[config.mk]
export PLATFORM = sky130hd
export DESIGN_NAME = memory_access
export DESIGN_NICKNAME = d
export VERILOG_FILES = /design/src/rtl/memory_access.sv
export SDC_FILE = /design/constraint.sdc
export NUM_CORES = 1
export LEC_CHECK = 0
export CORE_AREA = 8 8 130 132
export CTS_BUF_LIST = sky130_fd_sc_hd__clkbuf_8
export DETAILED_ROUTE_END_ITERATION = 10
export DIE_AREA = 0 0 138 140
export PLACE_DENSITY_LB_ADDON = 0.1
export SYNTH_ARGS = -nofsm -noshare
export SYNTH_HDL_FRONTEND = slang
export SYNTH_SLANG_ARGS = --single-unit
[constraint.sdc]
create_clock -name clk -period 2.6 [get_ports clk]
set_input_delay 0.52 -clock clk [delete_from_list [all_inputs] [get_ports clk]]
set_output_delay 0.52 -clock clk [all_outputs]
set_load 0.005 [all_outputs]
[src/rtl/memory_access.sv]
// Load/store stage: issues one data-bus request per memory op, aligns store data,
// extracts and extends load data, and forwards ALU results for non-memory ops.
module memory_access #(
    parameter bit ALIGN_CHECK = 1'b1
) (
    input  logic        clk,
    input  logic        reset,
    input  logic [3:0]  minst_i,
    input  logic [31:0] addr_i,
    input  logic [31:0] wdata_i,
    input  logic [4:0]  rd_i,
    input  logic        rdm_v_i,
    output logic        stall_o,
    output logic        dmem_req_o,
    output logic        dmem_we_o,
    output logic [31:0] dmem_addr_o,
    output logic [3:0]  dmem_be_o,
    output logic [31:0] dmem_wdata_o,
    input  logic        dmem_gnt_i,
    input  logic        dmem_rvalid_i,
    input  logic [31:0] dmem_rdata_i,
    output logic        wb_v_o,
    output logic [4:0]  wb_rd_o,
    output logic [31:0] wb_data_o,
    output logic        err_o
);
    typedef enum logic [1:0] {IDLE, REQ, WAIT} state_t;

    state_t      state_reg;
    logic [2:0]  funct3_reg;
    logic [1:0]  off_reg;
    logic [4:0]  rd_reg;
    logic        rdm_v_reg;
    logic        req_reg, we_reg;
    logic [31:0] addr_reg, wdata_reg;
    logic [3:0]  be_reg;
    logic        wb_v_reg, err_reg;
    logic [4:0]  wb_rd_reg;
    logic [31:0] wb_data_reg;

    // Input decode; size is minst_i[1:0] for both loads (funct3[1:0]) and stores
    logic        is_mem, is_load, is_store, reserved, misaligned;
    logic [1:0]  size, eff_off;
    logic [3:0]  be_next;
    logic [31:0] wdata_next;

    assign is_mem   = (minst_i[3:2] != 2'b11);
    assign is_load  = ~minst_i[3];
    assign is_store = (minst_i[3:2] == 2'b10);
    assign size     = minst_i[1:0];
    assign reserved = is_mem && ((size == 2'b11) || (is_load && minst_i[2:0] == 3'b110));
    assign misaligned = ALIGN_CHECK &&
                        (((size == 2'b01) && addr_i[0]) ||
                         ((size == 2'b10) && (addr_i[1:0] != 2'b00)));

    // Masking the offset by size makes ALIGN_CHECK=0 ignore the sub-size address bits
    always_comb begin
        eff_off    = 2'b00;
        be_next    = 4'b1111;
        wdata_next = wdata_i;
        case (size)
            2'b00: begin
                eff_off    = addr_i[1:0];
                be_next    = 4'b0001 << addr_i[1:0];
                wdata_next = {4{wdata_i[7:0]}};
            end
            2'b01: begin
                eff_off    = {addr_i[1], 1'b0};
                be_next    = 4'b0011 << {addr_i[1], 1'b0};
                wdata_next = {2{wdata_i[15:0]}};
            end
            default: ;
        endcase
    end

    logic [7:0]  rd_bytes [4];
    logic [15:0] half_sel;
    logic [31:0] load_val;

    generate
        for (genvar gi = 0; gi < 4; gi++) begin : g_lane
            assign rd_bytes[gi] = dmem_rdata_i[8*gi +: 8];
        end
    endgenerate

    assign half_sel = off_reg[1] ? dmem_rdata_i[31:16] : dmem_rdata_i[15:0];

    always_comb begin
        load_val = dmem_rdata_i;
        case (funct3_reg)
            3'b000:  load_val = {{24{rd_bytes[off_reg][7]}}, rd_bytes[off_reg]};
            3'b100:  load_val = {24'h0, rd_bytes[off_reg]};
            3'b001:  load_val = {{16{half_sel[15]}}, half_sel};
            3'b101:  load_val = {16'h0, half_sel};
            default: load_val = dmem_rdata_i;
        endcase
    end

    always_ff @(posedge clk) begin
        if (reset) begin
            state_reg   <= IDLE;
            funct3_reg  <= 3'b0;
            off_reg     <= 2'b0;
            rd_reg      <= 5'b0;
            rdm_v_reg   <= 1'b0;
            req_reg     <= 1'b0;
            we_reg      <= 1'b0;
            addr_reg    <= 32'h0;
            be_reg      <= 4'b0;
            wdata_reg   <= 32'h0;
            wb_v_reg    <= 1'b0;
            wb_rd_reg   <= 5'b0;
            wb_data_reg <= 32'h0;
            err_reg     <= 1'b0;
        end else begin
            wb_v_reg <= 1'b0;
            err_reg  <= 1'b0;
            case (state_reg)
                IDLE: begin
                    if (is_mem) begin
                        if (reserved || misaligned) begin
                            err_reg <= 1'b1;
                        end else begin
                            state_reg  <= REQ;
                            req_reg    <= 1'b1;
                            we_reg     <= is_store;
                            addr_reg   <= {addr_i[31:2], 2'b00};
                            be_reg     <= be_next;
                            wdata_reg  <= is_store ? wdata_next : 32'h0;
                            funct3_reg <= minst_i[2:0];
                            off_reg    <= eff_off;
                            rd_reg     <= rd_i;
                            rdm_v_reg  <= rdm_v_i;
                        end
                    end else if (rdm_v_i) begin
                        wb_v_reg    <= 1'b1;
                        wb_rd_reg   <= rd_i;
                        wb_data_reg <= addr_i;
                    end
                end
                REQ: begin
                    if (dmem_gnt_i) begin
                        req_reg   <= 1'b0;
                        we_reg    <= 1'b0;
                        be_reg    <= 4'b0;
                        wdata_reg <= 32'h0;
                        if (we_reg) begin
                            state_reg <= IDLE;
                        end else if (dmem_rvalid_i) begin
                            state_reg   <= IDLE;
                            wb_v_reg    <= rdm_v_reg;
                            wb_rd_reg   <= rd_reg;
                            wb_data_reg <= load_val;
                        end else begin
                            state_reg <= WAIT;
                        end
                    end
                end
                WAIT: begin
                    if (dmem_rvalid_i) begin
                        state_reg   <= IDLE;
                        wb_v_reg    <= rdm_v_reg;
                        wb_rd_reg   <= rd_reg;
                        wb_data_reg <= load_val;
                    end
                end
                default: state_reg <= IDLE;
            endcase
        end
    end

    assign stall_o      = (state_reg != IDLE);
    assign dmem_req_o   = req_reg;
    assign dmem_we_o    = we_reg;
    assign dmem_addr_o  = addr_reg;
    assign dmem_be_o    = be_reg;
    assign dmem_wdata_o = wdata_reg;
    assign wb_v_o       = wb_v_reg;
    assign wb_rd_o      = wb_rd_reg;
    assign wb_data_o    = wb_data_reg;
    assign err_o        = err_reg;
endmodule

After elaboration in Yosys (flattened, before gate mapping)
Cells that the tools add are included.
{"block": "totals", "regBits": 120, "output_inout_bits": 110, "elab_cells": 109}
{"block": "op_classes", "n_lt_le_gt_ge": 1, "eq_ne": 18, "shifts": 2, "muxes": 50, "bitwise_logic": 5, "n_reduce_logical": 19}
{"op": "2-to-1 mux 32 bit", "count": 9}
{"op": "case mux 32 bit (2 select lines)", "count": 2}
{"op": "case mux 32 bit (4 select lines)", "count": 1}
{"op": "case mux 32 bit (3 select lines)", "count": 1}
{"op": "2-to-1 mux 5 bit", "count": 5}
{"op": "binary-select mux 8 bit (select 2 bit)", "count": 1}
{"op": "2-to-1 mux 16 bit", "count": 1}
{"op": "2-to-1 mux 8 bit", "count": 2}
{"op": "inequality test 2 bit (second input constant)", "count": 8}
{"op": "case mux 4 bit (2 select lines)", "count": 2}
{"op": "case mux 5 bit (3 select lines)", "count": 1}
{"op": "2-to-1 mux 2 bit", "count": 6}
{"op": "2-to-1 mux 4 bit", "count": 3}
{"op": "2-to-1 mux 1 bit", "count": 11}
{"op": "equality test 3 bit (second input constant)", "count": 3}
{"op": "equality test 2 bit (second input constant)", "count": 4}
{"op": "AND reduction 4 bit", "count": 2}
{"op": "case mux 2 bit (3 select lines)", "count": 1}
{"op": "nonzero test 2 bit", "count": 3}
{"op": "AND reduction 5 bit", "count": 1}
{"op": "equality test 2 x 1 -> 1 bit (second input constant)", "count": 2}
{"op": "logical AND 1 bit", "count": 4}
{"op": "zero test 2 bit", "count": 2}
{"op": "NOT 1 bit", "count": 4}
{"op": "13 further kinds", "count": 16}

Longest topological paths before layout
{"block": "depth", "word_depth": 9, "mapped_depth": 9, "mapped_depth_nobuf": 6}

Worst setup path after synthesis
OpenSTA, ideal clock, no wires.
{"block": "synth_timing", "path_kind": "reg-to-reg", "startpoint": "register state_reg[0]", "endpoint": "register wb_data_reg[19], in the netlist wb_data_o[19]", "setup_time_ns": 0.157, "arrival_ns": 1.874, "required_time_ns": 2.443, "slack_ns": 0.569, "path_stages_with_launch": 8, "period_less_slack_ns": 2.031, "path_cell_list": "dfxtp_1 -> inv_1 -> ha_1 -> mux2i_1 -> a221o_1 -> a211oi_4 -> buf_6 -> a311oi_2"}
{"block": "synth_via", "elab_chain_len": 3, "elab_cells_between_ends": 10, "cone_classes": "6 x eq/ne; 1 x mux; 3 x reduce/logical"}
{"item": "start, declared", "line": "29", "text": "state_t state_reg;"}
{"item": "start signal, assigned", "line": "101", "text": "state_reg <= IDLE;"}
{"item": "start signal, assigned", "line": "124", "text": "state_reg <= REQ;"}
{"item": "start signal, assigned", "line": "148", "text": "state_reg <= IDLE;"}
{"item": "equality test 2 x 1 -> 1 bit (tied with other cells)", "line": "118", "text": "case (state_reg)"}
{"item": "inequality test 2 bit (no source line) or nonzero test 3 bit (tied branches)"}
{"item": "AND reduction 5 bit (no source line)"}
{"item": "end signal, assigned", "line": "138", "text": "wb_data_reg <= addr_i;"}
{"item": "end signal, assigned", "line": "153", "text": "wb_data_reg <= load_val;"}
{"item": "end signal, assigned", "line": "164", "text": "wb_data_reg <= load_val;"}
{"item": "end, declared", "line": "39", "text": "logic [31:0] wb_data_reg;"}
Several ways; a longest one is shown, not always the timed one.
A chain may end at the register's enable or synchronous reset.

Worst setup path in the final report
{"block": "layout_timing", "startpoint": "register state_reg[0]", "endpoint": "output port stall_o"}
{"block": "layout_via", "elab_chain_len": 1}
{"item": "nonzero test 2 bit", "line": "172", "text": "assign stall_o = (state_reg != IDLE);"}
{"item": "end, declared", "line": "13", "text": "output logic stall_o,"}
Every way passes these cells.

==> key figures <==
Status
  • Status: finished clean

Clocking
  • Clock buffer depth: 2
  • Clk_lat worst skew: 440 ps
  • Number of clock sinks: 120
  • Num CTS Buffers: 17
  • Worst-path clk slew: 80 ps
  • TritonCTS clock tree: done
  • Root buf cell: clkbuf_8
  • Max H-tree Level: 4

Yosys
  • Predominant post-synthesis flop cell: dfxtp_1
  • Synthesized area per cell: between 8 and 9 µm²
  • Post-synthesis sequential area ratio: 41.5%
  • Syn Std Cell Area: 5790 µm²
  • Post-synth EDFFs: 0
  • Synth cell types: 59
  • Ys Warns: 0
  • Synth Instances: ~650
  • Synth async-reset ratio: 0%
  • Yosys reg bits: 120

Cells and area
  • N_diodes: 0
  • Final net count: about 970
  • Fin cells: between 1000 and 1500
  • P&R area growth vs syn: 49.0%
  • Layout cells sized above 1: 12.8%

Route
  • DR pass1 iterations: 7
  • Post-route antenna net violation count: 0
  • Vias per inst: 5.40
  • Routed WL: a little over 20 mm
  • DR iter-0 viols: about 320
  • DR WL/cell: 19.5 µm
  • Vias: 5729
  • # DRC: 0

Worst setup path
  • Max FO, Critical Path: 7
  • Worst setup EP type: output port
  • Crit-path slowest cell: clkdlybuf4s50_1
  • Worst Path Required: approximately 2100 ps
  • WP buf/inv: 3
  • Largest delay share family, worst path: buffers and inverters
  • R2r endpoint: wb_data_o[2]
  • Critical Path Stages: 4
  • Worst reg2reg setup slack: 340 ps
  • Startpoint Class: flop
  • Cells along the critical path: inv_1 > ha_1 > inv_2 > clkdlybuf4s50_1
  • Arrival time worst endpoint: 1910 ps
  • Crit path kind: reg2out
  • Cell count of the worst reg-to-reg path: 7
  • Crit-path max cell delay: 530 ps
  • Reg2reg start: state_reg[0]

GRT
  • Largest net degree at the start of global routing: 40
  • First-pass GRT wire length: about 32 mm
  • Initial antenna violation count: 0
  • Global Route Usage Sum: 20.7%
  • Remaining Overflow, GRT: 0
  • Vias in the first global route: between 5000 and 6000

Run
  • Max-cap viol count: 0

Power and ir drop
  • PD cells: 593 nW/µm²
  • Switching share of power: 29.0%
  • Clock power frac: 33.8%
  • Peak VDD IR: 0.323 mV
  • Total net switching power: 1.48 mW
  • Flop pwr share: 40.6%
  • P_int: 3.63 mW
  • LEAKAGE: 3.08 nW
  • Combinational Power Share: 25.6%
  • Power consumption: 5.11 mW

Timing
  • Max-slew violations: 0
  • Slew margin rel.: 57.6%
  • Fin worst setup slack: ~170 ps
  • Fmax achieved: 0.411 GHz
  • Period utilization: 93.6%
  • Final-report setup violation count: 0
  • Slew @ Worst Pin: ~630 ps
  • Setup TNS Final: 0 ps
  • Worst Clk Skew: 9.64 ps
  • Fin crit period: about 2400 ps
  • Final Hold Fails: 0
  • RSZ-0062 raised after global routing: no

Hold path
  • Worst hold endpoint: dmem_addr_o[3]
  • Hold Crit Class: in2reg
  • Worst hold path cell count: 2
  • Hold wc startpoint: reset

Place
  • PortBufs: 217
  • DP Worst Slack: 146 ps
  • Placed Cells: about 1000
  • GPL Wtd Cong: 0.948
  • Hpwl dp: around 16 mm

Die
  • Row count: 45
  • Core area: 14900 µm²
  • Die ar.: 19300 µm²
  • Chip height: 140 µm
  • Top Ports: 220
  • Starting density of the core: 39.0%
  • DIE WIDTH: 138 µm
## worst register-to-register path: cells and delay by family (launching register included)
family	cells	cell delay, ps
compound gates	3	790
fa+ha+maj	1	320
buf+inv	2	350
flops	1	380
mux	1	340
## metrics by stage
| stage | instance area, µm² | utilization [%] | hold slack [ps] |
|---|---|---|---|
| 4_1_cts | 8630 | 58.0 | 391 |
| 6_report | 8630 | 58.0 | 425 |
| 2_1_floorplan | 5790 | - | 436 |
| 5_1_grt | 8630 | 58.0 | 423 |
| 3_3_place_gp | 8220 | 55.3 | 441 |
| 3_5_place_dp | 8220 | 55.3 | 447 |
## how the worst max path moves through the flow
stage | start | end | slack [ps]
3_3_place_gp | minst_i[2] | dmem_addr_o[30] | 210
4_1_cts | state_reg[0] | stall_o | 40
5_1_grt | state_reg[0] | stall_o | 60
6_report | state_reg[0] | stall_o | 170
2_1_floorplan | state_reg[0] | wb_data_o[19] | 570
3_5_place_dp | dmem_rvalid_i | wb_data_o[3] | 150
## cells in the final DEF, fill, tap and decap left out, types with 6 or more instances in the layout
master | Yosys | layout
a311oi_1 | 6 | 6
inv_1 | 10 | 10
nand2b_1 | 19 | 19
clkinv_2 | 0 | 6
o2bb2ai_1 | 14 | 14
or2_2 | 18 | 18
nand3b_1 | 6 | 6
a22o_1 | 11 | 11
nand2_1 | 98 | 98
a32o_1 | 20 | 20
dfxtp_1 | 120 | 120
mux2_2 | 6 | 6
nor2_1 | 26 | 26
a21oi_1 | 80 | 80
a211oi_1 | 14 | 14
a211o_1 | 6 | 6
clkbuf_8 | 0 | 18
buf_4 | 3 | 28
a311oi_2 | 11 | 11
mux2i_1 | 37 | 37
nor2b_1 | 13 | 13
nor3_1 | 9 | 9
o211ai_1 | 12 | 12
clkdlybuf4s50_1 | 0 | 215
## logic make-up (layout without fill, tap and decap cells)
group	Yosys count	count (layout)	synth area share, %
compound gates	208	208	27.4
simple gates	202	202	16.7
flops	120	120	41.5
buf+inv	70	292	5.53
mux	44	44	7.95
fa+ha+maj	4	4	0.864
other cells	1	2	0.0648
## cell type report
cell class / instances / area (µm²)
Tap cell: 188 / 235
Clock buffer: 18 / 248
Inverter: 12 / 45.0
Clock inverter: 14 / 156
Sequential cell: 120 / 2400
Fill cell: 1349 / 6240
Multi-Input combinational cell: 460 / 3090
Timing Repair Buffer: 248 / 2450
## power by group through the flow
stage	sequential [mW]	clock [mW]	combinational, mW
2_1_floorplan	2.11	0	0.625
3_3_place_gp	2.11	0	1.29
3_5_place_dp	2.12	0	1.31
4_1_cts	2.08	1.77	1.31
5_1_grt	2.09	1.84	1.42
6_report	2.08	1.73	1.31
## what timing repair did
item	CTS	global route
setup endpoints to repair	0	1
setup buffers	0	0
gates resized for setup	0	1
hold buffers	0	0
## routing by layer
metal	vias up	global-route usage, %	share of wire (%)	wire length [µm]
li1	2779	-	-	-
met1	2678	26.2	44	9180
met2	244	32.5	46	9410
met3	28	6.52	7.9	1640
met4	0	7.27	2.0	412
met5	-	0	0	0
## Yosys cell counts (all sizes together) (3+ instances only)
cell	count	share of area, %
inv	10	0.65
a211oi	15	2.2
mux2i	37	6.4
nand2b	19	2.1
o2bb2ai	14	2.1
o22ai	4	0.43
nor3	9	0.78
mux2	6	1.2
or2	18	1.9
o211ai	12	1.6
a311oi	17	3.8
a32o	20	3.5
a22o	11	1.7
nand3	4	0.52
nand3b	6	0.78
a221o	3	0.52
ha	4	0.86
a21oi	81	7.1
nand2	98	6.4
buf	26	2.7
a211o	6	0.91
clkbuf	32	2.1
nor2	26	1.7
dfxtp	120	41
nor2b	13	1.4
o21ai	5	0.43
(Power assumes the default switching activity.)
